<file path="config.mk">
export PLATFORM = sky130hd
export DESIGN_NAME = esc_rx_responder
export DESIGN_NICKNAME = d
export VERILOG_FILES = /design/src/rtl/esc_rx_responder_pkg.sv /design/src/rtl/prim_esc_pkg.sv /design/src/rtl/esc_diff_decode.sv /design/src/rtl/esc_rx_responder.sv
export SDC_FILE = /design/constraint.sdc
export NUM_CORES = 1
export LEC_CHECK = 0
export CORE_ASPECT_RATIO = 1.2
export CORE_UTILIZATION = 45
export CTS_CLUSTER_DIAMETER = 80
export DETAILED_ROUTE_END_ITERATION = 8
export PLACE_DENSITY = 0.74
export SLEW_MARGIN = 10
export SYNTH_ARGS = -nofsm -noshare
export SYNTH_HDL_FRONTEND = slang
export SYNTH_SLANG_ARGS = --single-unit
</file>
<file path="constraint.sdc">
create_clock -name clk_i -period 1.45 [get_ports clk_i]
set_input_delay 0.2175 -clock clk_i [delete_from_list [all_inputs] [get_ports clk_i]]
set_output_delay 0.2175 -clock clk_i [all_outputs]
set_load 0.05 [all_outputs]
</file>
<file path="src/rtl/esc_rx_responder_pkg.sv">
// Types and constants local to the escalation receiver.
package esc_rx_responder_pkg;

    typedef enum logic [1:0] {
        IDLE   = 2'b00,
        CHECK  = 2'b01,
        ESC    = 2'b10,
        SIGINT = 2'b11
    } esc_rx_state_e;

endpackage

</file>
<file path="src/rtl/prim_esc_pkg.sv">
// Differential escalation wire types shared between the alert handler sender and its receivers.
package prim_esc_pkg;

    typedef struct packed {
        logic esc_p;
        logic esc_n;
    } esc_tx_t;

    typedef struct packed {
        logic resp_p;
        logic resp_n;
    } esc_rx_t;

endpackage

</file>
<file path="src/rtl/esc_diff_decode.sv">
// Combinational classifier for a differential pair: valid high level, valid idle, or
// a signal-integrity fault when both wires agree.
module esc_diff_decode (
    input  logic diff_p,
    input  logic diff_n,
    output logic lvl,
    output logic idle,
    output logic sigint
);

    assign lvl    = diff_p & ~diff_n;
    assign idle   = ~diff_p & diff_n;
    assign sigint = diff_p ~^ diff_n;

endmodule

</file>
<file path="src/rtl/esc_rx_responder.sv">
// Escalation receiver: answers pings, raises esc_en_o on sustained escalation and
// reflects differential faults back to the sender. All outputs are registered.
//
// state  | meaning
// IDLE   | wires idle, resp=(0,1)
// CHECK  | first high cycle seen; ping or escalation not yet known
// ESC    | escalation sustained, esc_en_o high, resp_p toggling
// SIGINT | esc_p == esc_n, both response wires toggle together
module esc_rx_responder
    import prim_esc_pkg::*;
    import esc_rx_responder_pkg::*;
#(
    parameter int unsigned PingCntW = 8
) (
    input  logic                clk_i,
    input  logic                rst_i,
    input  esc_tx_t             esc_tx_i,
    output esc_rx_t             esc_rx_o,
    output logic                esc_en_o,
    output logic                sigint_o,
    input  logic                ping_cnt_clr_i,
    output logic [PingCntW-1:0] ping_cnt_o
);

    localparam logic [PingCntW-1:0] PingCntOne = PingCntW'(1);
    localparam logic [PingCntW-1:0] PingCntMax = '1;

    logic lvl;
    logic idle;
    logic sigint;

    esc_rx_state_e state_q;
    esc_rx_state_e state_d;

    logic resp_p_q, resp_n_q, esc_en_q, sigint_q;
    logic resp_p_d, resp_n_d, esc_en_d, sigint_d;
    logic ping_done;
    logic [PingCntW-1:0] ping_cnt_q;

    esc_diff_decode u_decode (
        .diff_p (esc_tx_i.esc_p),
        .diff_n (esc_tx_i.esc_n),
        .lvl    (lvl),
        .idle   (idle),
        .sigint (sigint)
    );

    always_ff @(posedge clk_i) begin
        if (rst_i) begin
            state_q <= IDLE;
        end else begin
            state_q <= state_d;
        end
    end

    always_comb begin
        state_d = state_q;
        if (sigint) begin
            state_d = SIGINT;
        end else begin
            case (state_q)
                IDLE:    if (lvl) state_d = CHECK;
                CHECK:   if (lvl) state_d = ESC;
                         else if (idle) state_d = IDLE;
                ESC:     if (idle) state_d = IDLE;
                SIGINT:  if (lvl) state_d = CHECK;
                         else if (idle) state_d = IDLE;
                default: state_d = IDLE;
            endcase
        end
    end

    // Next values of the registered outputs; idle response (0,1) is the default.
    always_comb begin
        resp_p_d  = 1'b0;
        resp_n_d  = 1'b1;
        esc_en_d  = 1'b0;
        sigint_d  = 1'b0;
        ping_done = 1'b0;
        if (sigint) begin
            resp_p_d = ~resp_p_q;
            resp_n_d = ~resp_p_q;
            sigint_d = 1'b1;
        end else begin
            case (state_q)
                IDLE: begin
                    if (lvl) begin
                        resp_p_d = 1'b1;
                        resp_n_d = 1'b0;
                    end
                end
                CHECK: begin
                    if (lvl) begin
                        esc_en_d = 1'b1;
                    end else if (idle) begin
                        ping_done = 1'b1;
                    end
                end
                ESC: begin
                    if (lvl) begin
                        resp_p_d = ~resp_p_q;
                        resp_n_d = resp_p_q;
                        esc_en_d = 1'b1;
                    end
                end
                SIGINT: begin
                    if (lvl) begin
                        resp_p_d = 1'b1;
                        resp_n_d = 1'b0;
                    end
                end
                default: ;
            endcase
        end
    end

    always_ff @(posedge clk_i) begin
        if (rst_i) begin
            resp_p_q   <= 1'b0;
            resp_n_q   <= 1'b1;
            esc_en_q   <= 1'b0;
            sigint_q   <= 1'b0;
            ping_cnt_q <= '0;
        end else begin
            resp_p_q <= resp_p_d;
            resp_n_q <= resp_n_d;
            esc_en_q <= esc_en_d;
            sigint_q <= sigint_d;
            // Clear beats a coincident ping; count saturates rather than wrapping.
            if (ping_cnt_clr_i) begin
                ping_cnt_q <= '0;
            end else if (ping_done && ping_cnt_q != PingCntMax) begin
                ping_cnt_q <= ping_cnt_q + PingCntOne;
            end
        end
    end

    assign esc_rx_o.resp_p = resp_p_q;
    assign esc_rx_o.resp_n = resp_n_q;
    assign esc_en_o        = esc_en_q;
    assign sigint_o        = sigint_q;
    assign ping_cnt_o      = ping_cnt_q;

endmodule
</file>
Word level (Yosys, flattened, before mapping). Cells that the tools add are included. Widths: inputs -> output; s select.

Register bits after elaboration: 14. Input port bits: 5.

Eq/ne operators: 5. Multiplexer cells: 19. Bitwise gates (word level): 7. Reductions and logical operators: 6. $add $sub $neg: 1.

Operators with widths (count): $mux 1 (11); $mux 2 (5); $add 8x1->8 const B (1); $ne 8x8->1 const B (1); $pmux 2 s4 (1); $reduce_or 2->1 (3); $eq 2x2->1 const B (2); $not 1->1 (4); $pmux 1 s2 (2); $ne 3x3->1 const B (1); $reduce_or 3->1 (1); $and 1x1->1 (2); $eq 2x1->1 const B (1); $logic_not 2->1 (1); $logic_and 1x1->1 (1); $xnor 1x1->1 (1).

Longest topological paths before layout.
Depth after elaboration: 7. Mapped depth: 7.

Cells and area by module. A second synthesis with hierarchy kept.

Cell total of the unflattened synthesis: 93. Area total of the unflattened synthesis: 848.3 um2.

By module, submodules not included: esc_rx_responder (cells an instance 89, times used 1, area each 815.8 um2, seq. area each 280.3 um2); esc_diff_decode (cells an instance 4, times used 1, area each 32.5 um2, seq. area each 0.0 um2).

Worst setup path after synthesis. No wires, ideal clock.

Kind: register to register. From: register ping_cnt_q[0] (netlist: ping_cnt_o[0]). To: register ping_cnt_q[1] (netlist: ping_cnt_o[1]). Cell stages (with the launch flop): 7. Arrival time: 1743 ps. Buffers on the path: 1. Clock period less this slack: 1859 ps. Library setup time: 116 ps. Setup slack: -409 ps. Data required time: 1334 ps. Path through: dfxtp_1 -> ha_1 -> and3_1 -> clkbuf_1 -> a21o_2 -> mux2i_1 -> nor2_1.

Word-level cells in the longest chain between the ends: 2. Elaborated cells on any way between the ends: 3. Classes of those cells: 1 x add/sub; 1 x eq/ne; 1 x reduce/logical.

RTL lines: from (decl) (line esc_rx_responder.sv:38) `logic [PingCntW-1:0] ping_cnt_q;`; from (signal assigned) (line esc_rx_responder.sv:133) `ping_cnt_q <= ping_cnt_q + PingCntOne;`; branches (longest 2 deep; another with $add 8x1->8).

Several ways; the timed one is not identified. A chain may end at the register's enable or synchronous reset.

Final worst setup path.
From: register state_q[1]. To: register resp_n_q.

Word-level cells in the longest chain between the ends: 4. Elaborated cells on any way between the ends: 6. Classes of those cells: 2 x eq/ne; 2 x mux; 2 x reduce/logical.

RTL lines: from (decl) (line esc_rx_responder.sv:32) `esc_rx_state_e state_q;`; from (signal assigned) (line esc_rx_responder.sv:52) `state_q <= state_d;`; $eq 2x2->1 / $logic_not 2->1 (equally long branches) (line esc_rx_responder.sv:85) `case (state_q)`; $reduce_or 2->1 (no line); $pmux 1 s2 * (line esc_rx_responder.sv:85); $mux 1 * (line esc_rx_responder.sv:80) `if (sigint) begin`; to (signal assigned) (line esc_rx_responder.sv:126) `resp_n_q <= resp_n_d;`; to (decl) (line esc_rx_responder.sv:35) `logic resp_p_q, resp_n_q, esc_en_q, sigint_q;`.

Mark *: on every way between the ends. The rest lies on a longest branch, timed or not.

==> flow_summary.toml <==
[timing]
clock_skew_ns = 0.00660
postLayoutSetupSlackWorst_ns = 0.0445
finalHoldViolCount = 0
maxSlewViolCount = 0
post-route-min-period_ns = 1.41
period_share_pct = 96.9
timing.final.setup_violations = 0
relative_max_transition_margin_pct = 79.2
timing.fmax_mhz = 712
transition_at_the_pin_with_the_smallest_max_transition_slack_ns = 0.312

[final_layout]
flow.area_growth_from_synthesis_pct = 54.1
final_nets = 137
count_of_inserted_antenna_diode_cells = 0
share_of_cells_above_drive_strength_1_pct = 48.4
postLayoutCellArea_sq_um = 1340

[detailed_routing]
drc = 0
total_via_count_after_detailed_routing = 791
drt-wirelength-per-cell_microns = 14.0
final_antenna_net_count = 0
vias_per_cell = 5.61
drtIter0Drc = 13
drt_wl_total_microns = 1970
detail_route.first_pass.iterations = 4

[power_and_ir_drop]
vdd.ir_drop.worst_mv = 0.514
cellPowerDensity_nw_per_um2 = 739
p_leak_nw = 0.538
fin_total_pwr_uw = 990

[grt]
grt-ovfl-total = 0
grtUsageTotal_pct = 20.3
grt_first_pass_wirelength_microns = 3410
grt_max_degree = 9
grt_pass1_vias = 786
initial_antenna_violation_count = 0

[cts]
root_buffer = "sky130_fd_sc_hd__clkbuf_4"
maximum_level_of_the_cts_h_tree = 1
tritoncts.num_buffers = 3
clockBufferDepth = 2
clk_transition_reported_paths_ns = 0.09
numClockSinks = 14
holdBufCountCts = 0
insertion_delay_ns = 0.28
cts_tree = "yes"

[setup_path]
crit_path_start_kind = "flip-flop"
crit_path_max_fanout = 3
timing.critical_path.arrival_ns = 1.57
crit_required_ns = 1.61
setup.worst_path.class = "flip-flop to flip-flop"
setup.worst_path.end_class = "flip-flop"

[placed_design]
post_detail_place_hpwl_microns = 1340
placement_setup_slack_ns = -0.466
port_buffers = 16
placedInstanceArea_sq_um = 1200
gp_congestion = 0.758

[synthesis]
synth.lib_cells_used.distinct = 36
yosysSeqAreaShare_pct = 32.2
synth_edf_count = 0
synth_area_leader_cell = "sky130_fd_sc_hd__dfxtp_1"
synth.cell_area_sq_um = 870
mean_area_per_synthesized_cell_sq_um = 9.15
synthesis.yosys.warnings = 0
mappedNetlistNets = 109
yosys_register_bits = 14
asyncSetResetFlopFracSynth_pct = 0
synth.area.top_cells = "sky130_fd_sc_hd__dfxtp_1 32%, sky130_fd_sc_hd__ha_1 13%, sky130_fd_sc_hd__a211oi_1 4.3%, sky130_fd_sc_hd__nor2_1 4.3%, sky130_fd_sc_hd__a2111oi_4 3.2%"
syn-instance-count = 95
synth.top_cell.area_share_pct = 32.2
dominantRegCellSynth = "sky130_fd_sc_hd__dfxtp_1"

[die]
core_area_sq_um = 1830
dieArea_sq_um = 2110
io_pins = 17
dieWidth_microns = 42.1
placement_rows = 17
die_height_microns = 50.2
floorplan.initialDensity_pct = 47.5

[run]
max_cap_viol_count = 0

[status]
outcome = "complete, no violations"

[min_path]
hold_path_class = "flip-flop to flip-flop"
layout by cell type (no fill, tap or decap), drive strengths merged, types with 2 or more instances in the layout:
cell type	count
xnor2	3
dfxtp	14
a211oi	5
or2	2
inv	5
nand2	5
buf	25
clkbuf	4
ha	9
a21oi	5
a21o	3
clkdlybuf4s50	2
nor2	10
nor3	2
nor4b	2
dlygate4sd2	2
o21ai	4
nor2b	3
final cells by class:
cell class                      instances  area [sq um]
Clock buffer                            4          36.3
Fill cell                             125           489
Inverter                                5          18.8
Multi-Input combinational cell         70           623
Sequential cell                        14           300
Tap cell                               19          23.8
Timing Repair Buffer                   29           338
through the flow:
step | TNS (ns) | hold WS, ns | util (%) | instances
final | 0 | 0.531 | 73.3 | 141
after global routing | -0.0208 | 0.567 | 73.3 | 141
after CTS | 0 | 0.530 | 72.5 | 141
after detailed placement | -4.95 | 0.514 | 65.8 | 135
after global placement | -4.59 | 0.511 | 65.8 | 135
after floorplan | 0 | 0.290 | - | 95
metal layers:
metal	global-route usage [%]	vias up	wire length, microns
li1	-	391	-
met1	26.2	379	893
met2	36.2	19	1010
met3	2.16	2	40
met4	4.69	0	20
met5	0	-	0
cells by family after synthesis:
family | after synthesis | synth area share, %
XOR/XNOR | 4 | 4.03
multiplexers | 1 | 1.15
AND/OR/NAND/NOR | 34 | 23.6
AO/OA/AOI/OAI | 22 | 19.0
adder cells (fa/ha/maj) | 9 | 12.9
flip-flops | 14 | 32.2
buffers and inverters | 11 | 7.05
worst max-delay path: stages (launching register included):
cell and delay, ns:
sky130_fd_sc_hd__dfxtp_2 0.34, sky130_fd_sc_hd__inv_2 0.07, sky130_fd_sc_hd__ha_4 0.18, sky130_fd_sc_hd__buf_4 0.15, sky130_fd_sc_hd__buf_4 0.13, sky130_fd_sc_hd__nor2_1 0.09
sky130_fd_sc_hd__a22oi_1 0.08, sky130_fd_sc_hd__or2_2 0.27
Yosys cell counts (2+ instances only):
| master | number |
|---|---|
| sky130_fd_sc_hd__o21ai_0 | 4 |
| sky130_fd_sc_hd__a21oi_1 | 5 |
| sky130_fd_sc_hd__ha_1 | 9 |
| sky130_fd_sc_hd__nor4b_1 | 2 |
| sky130_fd_sc_hd__or2_2 | 2 |
| sky130_fd_sc_hd__buf_4 | 3 |
| sky130_fd_sc_hd__a21o_1 | 2 |
| sky130_fd_sc_hd__nor2_1 | 10 |
| sky130_fd_sc_hd__nor3_1 | 2 |
| sky130_fd_sc_hd__xnor2_1 | 3 |
| sky130_fd_sc_hd__dfxtp_1 | 14 |
| sky130_fd_sc_hd__nand2_1 | 5 |
| sky130_fd_sc_hd__inv_1 | 5 |
| sky130_fd_sc_hd__a211oi_1 | 5 |
| sky130_fd_sc_hd__nor2b_1 | 3 |
flip-flops by register name (all words and copies together) (netlist names):
| register | cells |
|---|---|
| state_q | 2 |
| esc_en_o | 1 |
| resp_p_q | 1 |
| sigint_o | 1 |
| ping_cnt_o | 8 |
| resp_n_q | 1 |
report_power, final:
part	total, mW	switching [mW]	internal [mW]
Combinational	0.291	0.147	0.144
Sequential	0.416	0.0162	0.400
Clock	0.283	0.131	0.152
Total	0.990	0.294	0.696
path summary, 6_finish.rpt:
check	cells after the start	endpoint	start	slack, ns
max	7	resp_n_q$_SDFF_PP1_	state_q[1]$_SDFFE_PP0P_	0.04
min	1	ping_cnt_o[2]$_SDFFE_PP0P_	ping_cnt_o[2]$_SDFFE_PP0P_	0.53
max reg2reg	7	resp_n_q$_SDFF_PP1_	state_q[1]$_SDFFE_PP0P_	0.04
min reg2reg	1	ping_cnt_o[2]$_SDFFE_PP0P_	ping_cnt_o[2]$_SDFFE_PP0P_	0.53
repair_timing:
| action | in CTS | in global routing |
|---|---|---|
| setup buffers | 2 | 0 |
| endpoints found under the setup margin | 12 | 7 |
| pin swaps | 3 | 2 |
| endpoints found under the hold margin | 0 | 0 |
| resized for setup | 15 | 6 |
| cloned | 0 | 0 |
Power figures use the tool's default switching activity.
